**src/rtl/fir_pkg.sv**
```systemverilog
// Shared constants for the decimating FIR result buffer.
//   DEF_DIN_W      : FIR sample width (unsigned)
//   DEF_LOG2_DECIM : log2 of the decimation factor
//   DEF_DOUT_W     : decimated result width; wide enough that a full sum never wraps
//   DEF_FIFO_DEPTH : result FIFO entries (power of 2, >= 2)
//   DEF_CNT_W      : width of a 0..FIFO_DEPTH occupancy count
package fir_pkg;

  localparam int DEF_DIN_W      = 10;
  localparam int DEF_LOG2_DECIM = 2;
  localparam int DEF_DOUT_W     = DEF_DIN_W + DEF_LOG2_DECIM;
  localparam int DEF_FIFO_DEPTH = 8;
  localparam int DEF_CNT_W      = $clog2(DEF_FIFO_DEPTH) + 1;

endpackage

```
**src/rtl/fir_res_fifo.sv**
```systemverilog
// Generic synchronous first-word-fall-through FIFO.
//   clk, reset : clock, asynchronous active-low reset
//   push/wdata : write request and data; a write into a full FIFO is taken
//                only when a read happens on the same edge
//   pop        : read request; ignored while empty
//   rdata      : head entry, 0 while empty
//   full/empty : occupancy flags
//   count      : entries held, 0..DEPTH
module fir_res_fifo #(
  parameter int WIDTH = 12,
  parameter int DEPTH = 8
) (
  input  logic                       clk,
  input  logic                       reset,
  input  logic                       push,
  input  logic [WIDTH-1:0]           wdata,
  input  logic                       pop,
  output logic [WIDTH-1:0]           rdata,
  output logic                       full,
  output logic                       empty,
  output logic [$clog2(DEPTH):0]     count
);

  localparam int AW = $clog2(DEPTH);
  localparam int CW = AW + 1;

  logic [WIDTH-1:0] mem_q [DEPTH];
  logic [WIDTH-1:0] mem_d [DEPTH];
  logic [AW-1:0]    wr_ptr_q, wr_ptr_d;
  logic [AW-1:0]    rd_ptr_q, rd_ptr_d;
  logic [CW-1:0]    count_q, count_d;
  logic             do_push, do_pop;

  assign empty = (count_q == '0);
  assign full  = (count_q == CW'(DEPTH));
  assign count = count_q;
  assign rdata = empty ? '0 : mem_q[rd_ptr_q];

  always_comb begin
    do_pop   = pop && !empty;
    do_push  = push && (!full || do_pop);
    mem_d    = mem_q;
    wr_ptr_d = wr_ptr_q;
    rd_ptr_d = rd_ptr_q;
    count_d  = count_q;
    if (do_push) begin
      mem_d[wr_ptr_q] = wdata;
      wr_ptr_d        = wr_ptr_q + AW'(1);
    end
    if (do_pop) begin
      rd_ptr_d = rd_ptr_q + AW'(1);
    end
    if (do_push && !do_pop) begin
      count_d = count_q + CW'(1);
    end else if (do_pop && !do_push) begin
      count_d = count_q - CW'(1);
    end
  end

  always_ff @(posedge clk or negedge reset) begin
    if (!reset) begin
      for (int i = 0; i < DEPTH; i++) begin
        mem_q[i] <= '0;
      end
      wr_ptr_q <= '0;
      rd_ptr_q <= '0;
      count_q  <= '0;
    end else begin
      mem_q    <= mem_d;
      wr_ptr_q <= wr_ptr_d;
      rd_ptr_q <= rd_ptr_d;
      count_q  <= count_d;
    end
  end

endmodule

```
**src/rtl/fir_decim_buf.sv**
```systemverilog
// Sums every DECIM valid FIR samples into one result and queues results in a
// FWFT FIFO drained over valid/ready.
//   clk, reset        : clock, asynchronous active-low reset
//   in_valid, Data_in : FIR sample stream (unsigned)
//   out_ready         : consumer accepts Data_out
//   out_valid         : FIFO non-empty
//   Data_out          : head-of-FIFO decimated sum (0 when empty)
//   fifo_count        : entries held
//   overflow          : sticky, a result was dropped on a full FIFO
//   ovf_clr           : synchronous clear of overflow (a same-edge drop wins)
module fir_decim_buf
  import fir_pkg::*;
#(
  parameter int DIN_W      = DEF_DIN_W,
  parameter int LOG2_DECIM = DEF_LOG2_DECIM,
  parameter int DOUT_W     = DIN_W + LOG2_DECIM,
  parameter int FIFO_DEPTH = DEF_FIFO_DEPTH
) (
  input  logic                          clk,
  input  logic                          reset,
  input  logic                          in_valid,
  input  logic [DIN_W-1:0]              Data_in,
  input  logic                          out_ready,
  output logic                          out_valid,
  output logic [DOUT_W-1:0]             Data_out,
  output logic [$clog2(FIFO_DEPTH):0]   fifo_count,
  output logic                          overflow,
  input  logic                          ovf_clr
);

  logic [LOG2_DECIM-1:0] phase_q, phase_d;
  logic [DOUT_W-1:0]     acc_q, acc_d;
  logic                  ovf_q, ovf_d;
  logic [DOUT_W-1:0]     sum;
  logic                  push, pop, full, empty;

  // Phase 0 starts a fresh sum, so the stale accumulator is ignored there.
  always_comb begin
    sum     = ((phase_q == '0) ? '0 : acc_q) + DOUT_W'(Data_in);
    push    = in_valid && (phase_q == '1);
    pop     = out_valid && out_ready;
    acc_d   = in_valid ? sum : acc_q;
    phase_d = in_valid ? phase_q + LOG2_DECIM'(1) : phase_q;
    ovf_d   = ovf_q;
    if (ovf_clr) begin
      ovf_d = 1'b0;
    end
    if (push && full && !pop) begin
      ovf_d = 1'b1;
    end
  end

  always_ff @(posedge clk or negedge reset) begin
    if (!reset) begin
      phase_q <= '0;
      acc_q   <= '0;
      ovf_q   <= 1'b0;
    end else begin
      phase_q <= phase_d;
      acc_q   <= acc_d;
      ovf_q   <= ovf_d;
    end
  end

  fir_res_fifo #(
    .WIDTH (DOUT_W),
    .DEPTH (FIFO_DEPTH)
  ) u_fifo (
    .clk   (clk),
    .reset (reset),
    .push  (push),
    .wdata (sum),
    .pop   (pop),
    .rdata (Data_out),
    .full  (full),
    .empty (empty),
    .count (fifo_count)
  );

  assign out_valid = !empty;
  assign overflow  = ovf_q;

endmodule

```
**config.mk**
```make
export PLATFORM = sky130hd
export DESIGN_NAME = fir_decim_buf
export DESIGN_NICKNAME = d
export VERILOG_FILES = /design/src/rtl/fir_pkg.sv /design/src/rtl/fir_res_fifo.sv /design/src/rtl/fir_decim_buf.sv
export SDC_FILE = /design/constraint.sdc
export NUM_CORES = 1
export LEC_CHECK = 0
export CELL_PAD_IN_SITES_DETAIL_PLACEMENT = 0
export CELL_PAD_IN_SITES_GLOBAL_PLACEMENT = 2
export CORE_UTILIZATION = 37
export CTS_CLUSTER_DIAMETER = 150
export CTS_CLUSTER_SIZE = 30
export DETAILED_ROUTE_END_ITERATION = 7
export PLACE_DENSITY_LB_ADDON = 0.08
export SYNTH_ARGS = -nofsm -noshare
export SYNTH_HDL_FRONTEND = slang
export SYNTH_SLANG_ARGS = --single-unit
```
**constraint.sdc**
```tcl
create_clock -name clk -period 2.9 [get_ports clk]
set_clock_uncertainty 0.05 [all_clocks]
set_input_delay 0.58 -clock clk [delete_from_list [all_inputs] [get_ports clk]]
set_output_delay 0.58 -clock clk [all_outputs]
set_load 0.05 [all_outputs]
```
# --- After elaboration in Yosys (flattened, before gate mapping) ---
# Cells that the tools add are included.
word_totals:
  elab_cells: 58
  mem_bits_rw: 0
  n_memories: 0
  latch_bits: 0
  reg_bits: 121
  romBits: 0
op_classes:
  div_mod_pow: 0
  magnitude_cmp: 3
  n_mux: 12
  add_sub_neg: 6
  shifts: 0
  n_bitwise: 2
  reduce_logical: 19
  n_mul: 0
  eq_ne: 2
ops:
  columns: ["op", "n"]
  rows:
  - ["96-bit bitwise mux", 1]
  - ["12-bit 2-to-1 mux", 5]
  - ["12-bit binary-select mux with 3-bit select", 1]
  - ["12-bit demux with 3-bit select", 1]
  - ["12-bit by 10-bit adder with 12-bit output", 1]
  - ["1-bit logical AND", 9]
  - ["4-bit >= comparator, second input constant", 2]
  - ["4-bit 2-to-1 mux", 2]
  - ["3-bit inverter with 4-bit output", 2]
  - ["3-bit by 1-bit adder with 3-bit output, second input constant", 2]
  - ["1-bit zero test", 5]
  - ["4-bit by 1-bit adder with 4-bit output, second input constant", 1]
  - ["4-bit == test, second input constant", 1]
  - ["4-bit zero test", 1]
  - ["4-bit by 1-bit less-than comparator with 1-bit output, second input constant", 1]
  - ["2-bit nonzero test", 2]
  - ["4-bit by 1-bit subtractor with 4-bit output, second input constant", 1]
  - ["2-bit by 1-bit adder with 2-bit output, second input constant", 1]
  - ["2-bit == test, second input constant", 1]
  - ["2-bit zero test", 1]
  - ["1-bit 2-to-1 mux", 2]
  - ["1-bit logical OR", 1]

# --- Depth between registers and ports, before layout ---
# Gate-level depths: netlist (run 1).
depth:
  word_depth: 10
  depth_mapped: 11
  depth_no_buf: 11

# --- Hierarchy ---
# From an unflattened synthesis (run 1), not the netlist that was laid out.
unflattened:
  hier_cells: 444
  area_unflattened_um2: 6392.4
by_module_without_submodules:
  columns: ["mod", "n_inst", "cells_each", "area_each_um2", "seq_area_each_um2"]
  rows:
  - ["fir_res_fifo", 1, 312, 5190.0, 2652.5]
  - ["fir_decim_buf", 1, 132, 1202.4, 375.4]

# --- Worst setup path before layout (run 1) ---
# Ideal clock, no wire load.
synth_path:
  kind: "reg2reg"
  startpoint: "register u_fifo.count_q[0], in the netlist u_fifo.count[0]"
  endpoint: "register u_fifo.count_q[3], in the netlist u_fifo.count[3]"
  t_arrival_ns: 2.833
  path_stages_with_launch: 12
  path_slack_ns: -0.128
  n_path_buf: 0
  t_required_ns: 2.705
  setup_ns: 0.145
  path_cell_list: "dfrtp_1 > nor4_1 > inv_1 > nand2_1 > ha_1 > inv_1 > ha_1 > a21o_1 > a21oi_1 > xnor2_1 > nor2_1 > xor2_1"
synth_via:
  elab_chain_cells: 9
synth_rtl:
  columns: ["element", "line_no", "text"]
  rows:
  - ["start: declaration", "fir_res_fifo.sv:31", "logic [CW-1:0] count_q, count_d;"]
  - ["start signal: assignment", "fir_res_fifo.sv:72", "count_q <= count_d;"]
  - ["4-bit zero test (*)", "fir_res_fifo.sv:34", "assign empty = (count_q == '0);"]
  - ["1-bit zero test (*)", "fir_decim_buf.sv:80", "assign out_valid = !empty;"]
  - ["via out_valid", "fir_decim_buf.sv:24", "output logic out_valid,"]
  - ["1-bit logical AND", "fir_decim_buf.sv:41", "pop = out_valid && out_ready;"]
  - ["1-bit logical AND (*)", "fir_res_fifo.sv:40", "do_pop = pop && !empty;"]
  - ["1-bit logical OR", "fir_res_fifo.sv:41", "do_push = push && (!full || do_pop);"]
  - ["1-bit logical AND", "fir_res_fifo.sv:41", null]
  - ["1-bit zero test", "fir_res_fifo.sv:55", "end else if (do_pop && !do_push) begin"]
  - ["1-bit logical AND", "fir_res_fifo.sv:55", null]
  - ["2-bit nonzero test (no source line)", null, null]
# The timed path passes the listed nets; every way through them passes the cells marked *. The select of a mux whose other input is x is not followed.
# A chain may end at the register's enable or synchronous reset.

# --- Worst setup path in the final report (run 1) ---
layout_path:
  startpoint: "register u_fifo.rd_ptr_q[0]"
  endpoint: "output port Data_out[6]"
layout_via:
  elab_chain_cells: 5
layout_rtl:
  columns: ["element", "line_no", "text"]
  rows:
  - ["start: declaration", "fir_res_fifo.sv:30", "logic [AW-1:0] rd_ptr_q, rd_ptr_d;"]
  - ["start signal: assignment", "fir_res_fifo.sv:71", "rd_ptr_q <= rd_ptr_d;"]
  - ["3-bit inverter with 4-bit output (not written as such)", "fir_res_fifo.sv:37", "assign rdata = empty ? '0 : mem_q[rd_ptr_q];"]
  - ["12-bit binary-select mux with 3-bit select", "fir_res_fifo.sv:37", null]
  - ["12-bit 2-to-1 mux (not written as such) (2 in series)", "fir_res_fifo.sv:37", null]
  - ["12-bit 2-to-1 mux", "fir_res_fifo.sv:37", null]
  - ["end: declaration", "fir_decim_buf.sv:25", "output logic [DOUT_W-1:0] Data_out,"]
# No other way between the ends. The select of a mux whose other input is x is not followed.

==> flow_summary.ini, run 1 <==
[run_status]
status = finished, final reports clean

[clock_network]
holdBufCountCts = 0
cts_buffer_depth = 2
cts-root-buf = clkbuf_16
clkLatencyLatePin_ps = 410
cts.reportedPaths.clkPinSlew_ps = 50
cts_tree = done
cts.sink_count = 121
numCtsBuffers = 17
cts_htree_levels = 4

[layout]
utilization_pct = 46.5
area.growth.synth_to_final_pct = 23.0
antenna-diode-count = 0
final_common_cell = dfrtp_1
nets = 634
postLayoutCellArea_sq_um = 7390
drive_gt1_share_pct = 23.1
final_cell_mix = dfrtp_1, nand2_1, o21ai_0

[sta]
fin_crit_sh_pct = 92.6
setup_viol = 0
clock.fmax_ghz = 0.373
slew_headroom_pct = 66.1
worst_slack_ps = 216
whs_ps = 24.0
finalMaxSlewViolations = 0
finalHoldViolations = 0
finalCriticalPeriod_ps = 2680
tightestPinTransition_ps = 507

[critical_path]
crit_arrival_ps = 2050
critPathMaxFanout = 26
crit_type = reg -> out
cp-start-kind = flop
required_ps = 2270
endpoint_kind = primary output

[place]
dp_slack_ps = -246
gp_congestion = 0.788
portBuffers = 32
dp_hpwl_mm = 9.58
placed_area_sq_um = 6840

[power_and_ir_drop]
power_switching_mw = 4.04
clkPwrFrac_pct = 18.9
p_int_mw = 5.93
p_leak_nw = 3.35
max-vdd-ir-drop_v = 0.000546
p_sw_share_pct = 40.5
power_frac_comb_pct = 52.7
power.density_nw_per_um2 = 1350
p_seq_share_pct = 28.4
power_mw = 9.97

[detailed_routing]
drt_wl_total_mm = 14.0
ant_nets = 0
vias = 4095
dr.pass1.iters = 4
routed_via_density = 4.96
drt-initial-drc-count = 178
wl_per_cell_um = 17.0
drc = 0

[grt]
grt_max_degree = 52
grt.total_usage_pct = 18.7
overflow = 0
grt_first_pass_wirelength_mm = 23.0
grt_pass1_vias = 4154
antenna_found_initial = 0

[yosys]
synth_flop_cell = dfrtp_1
synth.largest_area_cell = dfrtp_1
synth_top_area_share_pct = 50.4
synth.avg_cell_area_sq_um = 11.2
ys_types = 49
synth_area_sq_um = 6010
synth_edf_count = 0
synth_area_leaders = dfrtp_1, mux4_2, o21ai_0, nand2_1, mux2_2
synth-async-reset-ratio_pct = 100
yosysSeqAreaShare_pct = 50.4
synth_cells = 536
synth_warnings = 0
synth_nets = 570
synth_seq_cells = 121

[min_path]
hp-class = in -> async

[floorplanning]
io_pins = 33
die_y_um = 129
start_util_pct = 37.8
die-area_sq_um = 16700
rows = 46
core_area_sq_um = 15900
dieWidth_um = 129

[run]
max-cap-violations = 0
[metal layers]
| layer | vias up | global-route usage (%) | routed length (um) |
|---|---|---|---|
| met5 | - | 0 | 0 |
| met4 | 0 | 7.68 | 216 |
| met3 | 17 | 3.39 | 262 |
| met2 | 45 | 29.9 | 6640 |
| met1 | 2002 | 25.3 | 6920 |
| li1 | 2031 | - | - |
[sequential cells by signal, indices dropped and copies added, names as in the netlist]
register         count
u_fifo.wr_ptr_q      3
phase_q              2
acc_q               12
overflow             1
u_fifo.mem_q        96
u_fifo.rd_ptr_q      3
u_fifo.count         4
[power groups by stage]
stage	logic [mW]	clock network (mW)	registers, mW
3_3_place_gp	5.19	0	2.82
3_5_place_dp	5.26	0	2.86
6_report	5.25	1.88	2.83
2_1_floorplan	3.38	0	2.81
4_1_cts	5.29	1.94	2.84
5_1_grt	5.75	2.01	2.94
[cells in the mapped netlist (all sizes together) (2+ instances only)]
cell / n
a211oi: 2
a21boi: 2
a21o: 7
a21oi: 11
a221oi: 2
and3: 2
buf: 7
clkbuf: 24
dfrtp: 121
fa: 2
ha: 17
inv: 13
mux2: 21
mux2i: 18
mux4: 24
nand2: 90
nand2b: 2
nand3: 8
nand4: 3
nand4b: 2
nor2: 25
nor2b: 9
nor3: 2
o21ai: 86
o21bai: 2
o311ai: 2
xnor2: 10
xor2: 6
[critical path, stage by stage, from the launching register on]
cell and delay [ps]:
dfrtp_1 360, buf_12 240, mux4_2 540, mux2i_1 220
nor2_1 70, buf_4 190
[cells by family (layout without fill, tap and decap cells)]
family                   Yosys count  count (layout)  share of synthesized area, %
AO/OA/AOI/OAI                    126             126                          13.5
XOR/XNOR                          16              16                          2.58
adder cells (fa/ha/maj)           19              19                          4.21
buffers and inverters             44             118                          2.92
flip-flops                       121             121                          50.4
multiplexers                      63              63                          15.9
AND/OR/NAND/NOR                  147             147                          10.5
[path summary, 6_finish.rpt]
kind	startpoint	to	slack, ps	cells after the start
worst max register to register	phase_q[0]$_DFFE_PN0P_	u_fifo.mem_q[80]$_DFFE_PN0P_	240	11
min in group clk	u_fifo.mem_q[5]$_DFFE_PN0P_	u_fifo.mem_q[5]$_DFFE_PN0P_	420	2
worst min-delay path	reset	u_fifo.rd_ptr_q[2]$_DFFE_PN0P_	20	1
worst max-delay path	u_fifo.rd_ptr_q[0]$_DFFE_PN0P_	Data_out[6]	220	5
max in group asynchronous	reset	u_fifo.mem_q[84]$_DFFE_PN0P_	2070	2
worst min register to register	u_fifo.mem_q[5]$_DFFE_PN0P_	u_fifo.mem_q[5]$_DFFE_PN0P_	420	2
[layout make-up]
class                   count  area [sq um]
clock inverters             3          15.0
inverters                  13          48.8
well taps                 216           270
repair buffers             76           691
multi-input cells         371          2830
fillers                  1547          8500
flip-flops and latches    121          3030
clock buffers              26           509
[repair_timing]
| action | in CTS | in global routing |
|---|---|---|
| setup buffers | 1 | 0 |
| gates cloned | 0 | 0 |
| gates resized for setup | 0 | 3 |
| pin swaps | 1 | 0 |
| endpoints found under the setup margin | 9 | 20 |
[per-stage QoR]
step,instances,setup TNS [ps]
2_1_floorplan,536,0
3_3_place_gp,796,-2020
3_5_place_dp,796,-2100
4_1_cts,826,0
5_1_grt,826,-11.2
6_report,826,0
Power figures use the tool's default switching activity.
==> run 2, diff against run 1 <==
--- a/config.mk
+++ b/config.mk
@@ -7,11 +7,13 @@
 export LEC_CHECK = 0
 export CELL_PAD_IN_SITES_DETAIL_PLACEMENT = 0
 export CELL_PAD_IN_SITES_GLOBAL_PLACEMENT = 2
-export CORE_UTILIZATION = 37
+export CORE_UTILIZATION = 40
 export CTS_CLUSTER_DIAMETER = 150
 export CTS_CLUSTER_SIZE = 30
 export DETAILED_ROUTE_END_ITERATION = 7
 export PLACE_DENSITY_LB_ADDON = 0.08
+export SLEW_MARGIN = 25
 export SYNTH_ARGS = -nofsm -noshare
 export SYNTH_HDL_FRONTEND = slang
 export SYNTH_SLANG_ARGS = --single-unit
+export TNS_END_PERCENT = 1
==> constraint.sdc (replaced) <==
create_clock -name clk -period 2.76 [get_ports clk]
set_clock_uncertainty 0.05 [all_clocks]
set_input_delay 0.552 -clock clk [delete_from_list [all_inputs] [get_ports clk]]
set_output_delay 0.552 -clock clk [all_outputs]
set_load 0.05 [all_outputs]
==> flow_summary.ini, run 2 (synthesis results as in run 1) <==
[layout]
drive_gt1_share_pct = 26.0
largest_reg_flops = 96
postLayoutCellArea_sq_um = 7540
largest-register = u_fifo.mem_q
area.growth.synth_to_final_pct = 25.5
nets = 644
final_cells = 807
final_cell_mix = dfrtp_1, nand2_1, o21ai_0
final_common_cell = dfrtp_1
antenna-diode-count = 0
utilization_pct = 51.7

[sta]
finalMaxSlewViolations = 0
rsz0062_at_grt = no
setup_viol = 0
clock.fmax_ghz = 0.378
finalHoldViolations = 0
worst_slack_ps = 115
slew_headroom_pct = 66.9
fin_crit_sh_pct = 95.9
tightestPinTransition_ps = 495
finalCriticalPeriod_ps = 2650
fin_tns_setup_ps = 0
whs_ps = 65.3

[critical_path]
crit_arrival_ps = 2040
required_ps = 2160
crit_type = reg -> out
endpoint_kind = primary output
cp-start-kind = flop
critPathMaxFanout = 26
r2r_cells = 11

[place]
portBuffers = 32
dp_hpwl_mm = 9.68
dp_slack_ps = -182
placed_area_sq_um = 6850
post-place-cells = 773
gp_congestion = 0.821

[floorplanning]
dieWidth_um = 125
die_y_um = 125
core_area_sq_um = 14600
start_util_pct = 41.2
rows = 44
die-area_sq_um = 15500
io_pins = 33

[detailed_routing]
drt-initial-drc-count = 207
ant_nets = 0
routed_via_density = 5.15
drt_wl_total_mm = 14.0
dr.pass1.iters = 7
wl_per_cell_um = 17.3
vias = 4155
drc = 0

[power_and_ir_drop]
power.density_nw_per_um2 = 1430
p_leak_nw = 3.43
max-vdd-ir-drop_v = 0.000542
power_mw = 10.8

[clock_network]
clkLatencyLatePin_ps = 400
cts_tree = done
cts.sink_count = 121
numCtsBuffers = 17
cts.reportedPaths.clkPinSlew_ps = 50
cts_buffer_depth = 2
cts-root-buf = clkbuf_16
cts_htree_levels = 4

[grt]
overflow = 0
antenna_found_initial = 0
grt_max_degree = 39
grt.total_usage_pct = 19.9
grt_first_pass_wirelength_mm = 23.7
grt_pass1_vias = 4488

[run]
max-cap-violations = 0

[run_status]
status = finished, final reports clean

[min_path]
hp-class = in -> async
[run 2: final cells by class]
type	instances	area, sq um
inverters	13	48.8
flip-flops and latches	121	3030
clock inverters	7	87.6
multi-input cells	371	2880
fillers	1306	7050
well taps	184	230
clock buffers	25	515
repair buffers	86	744
[run 2: what timing repair did]
action / CTS / global route
hold buffers: 0 / 0
gates resized for setup: 1 / 13
buffers inserted: 0 / 2
setup endpoints to repair: 9 / 35
cloned: 0 / 0
[run 2: report_power, final]
part	internal, mW	switching [mW]	total [mW]
sequential	2.52	0.482	3.01
clock	1.47	0.755	2.22
combinational	2.48	3.07	5.55
total	6.47	4.31	10.8
[run 2: final timing paths]
path	startpoint	end	slack, ps
worst min-delay path	reset	u_fifo.count[1]$_DFFE_PN0P_	70
worst max register to register	phase_q[1]$_DFFE_PN0P_	u_fifo.mem_q[95]$_DFFE_PN0P_	180
worst min register to register	u_fifo.mem_q[69]$_DFFE_PN0P_	u_fifo.mem_q[69]$_DFFE_PN0P_	420
worst max-delay path	u_fifo.rd_ptr_q[0]$_DFFE_PN0P_	Data_out[8]	110
min in group clk	u_fifo.mem_q[69]$_DFFE_PN0P_	u_fifo.mem_q[69]$_DFFE_PN0P_	420
max in group asynchronous	reset	u_fifo.mem_q[82]$_DFFE_PN0P_	2010
[run 2: worst max-delay path, stage by stage (launching register included)]
cell	delay, ps
dfrtp_1	360
buf_12	250
mux4_2	580
mux2i_4	170
nor2_1	60
buf_4	190
[run 2: layer usage]
metal / global-route usage (%) / part of all wire (%)
met1: 26.5 / 48
met2: 32.7 / 49
met4: 6.24 / 1.1
met3: 3.99 / 2.0
met5: 0 / 0
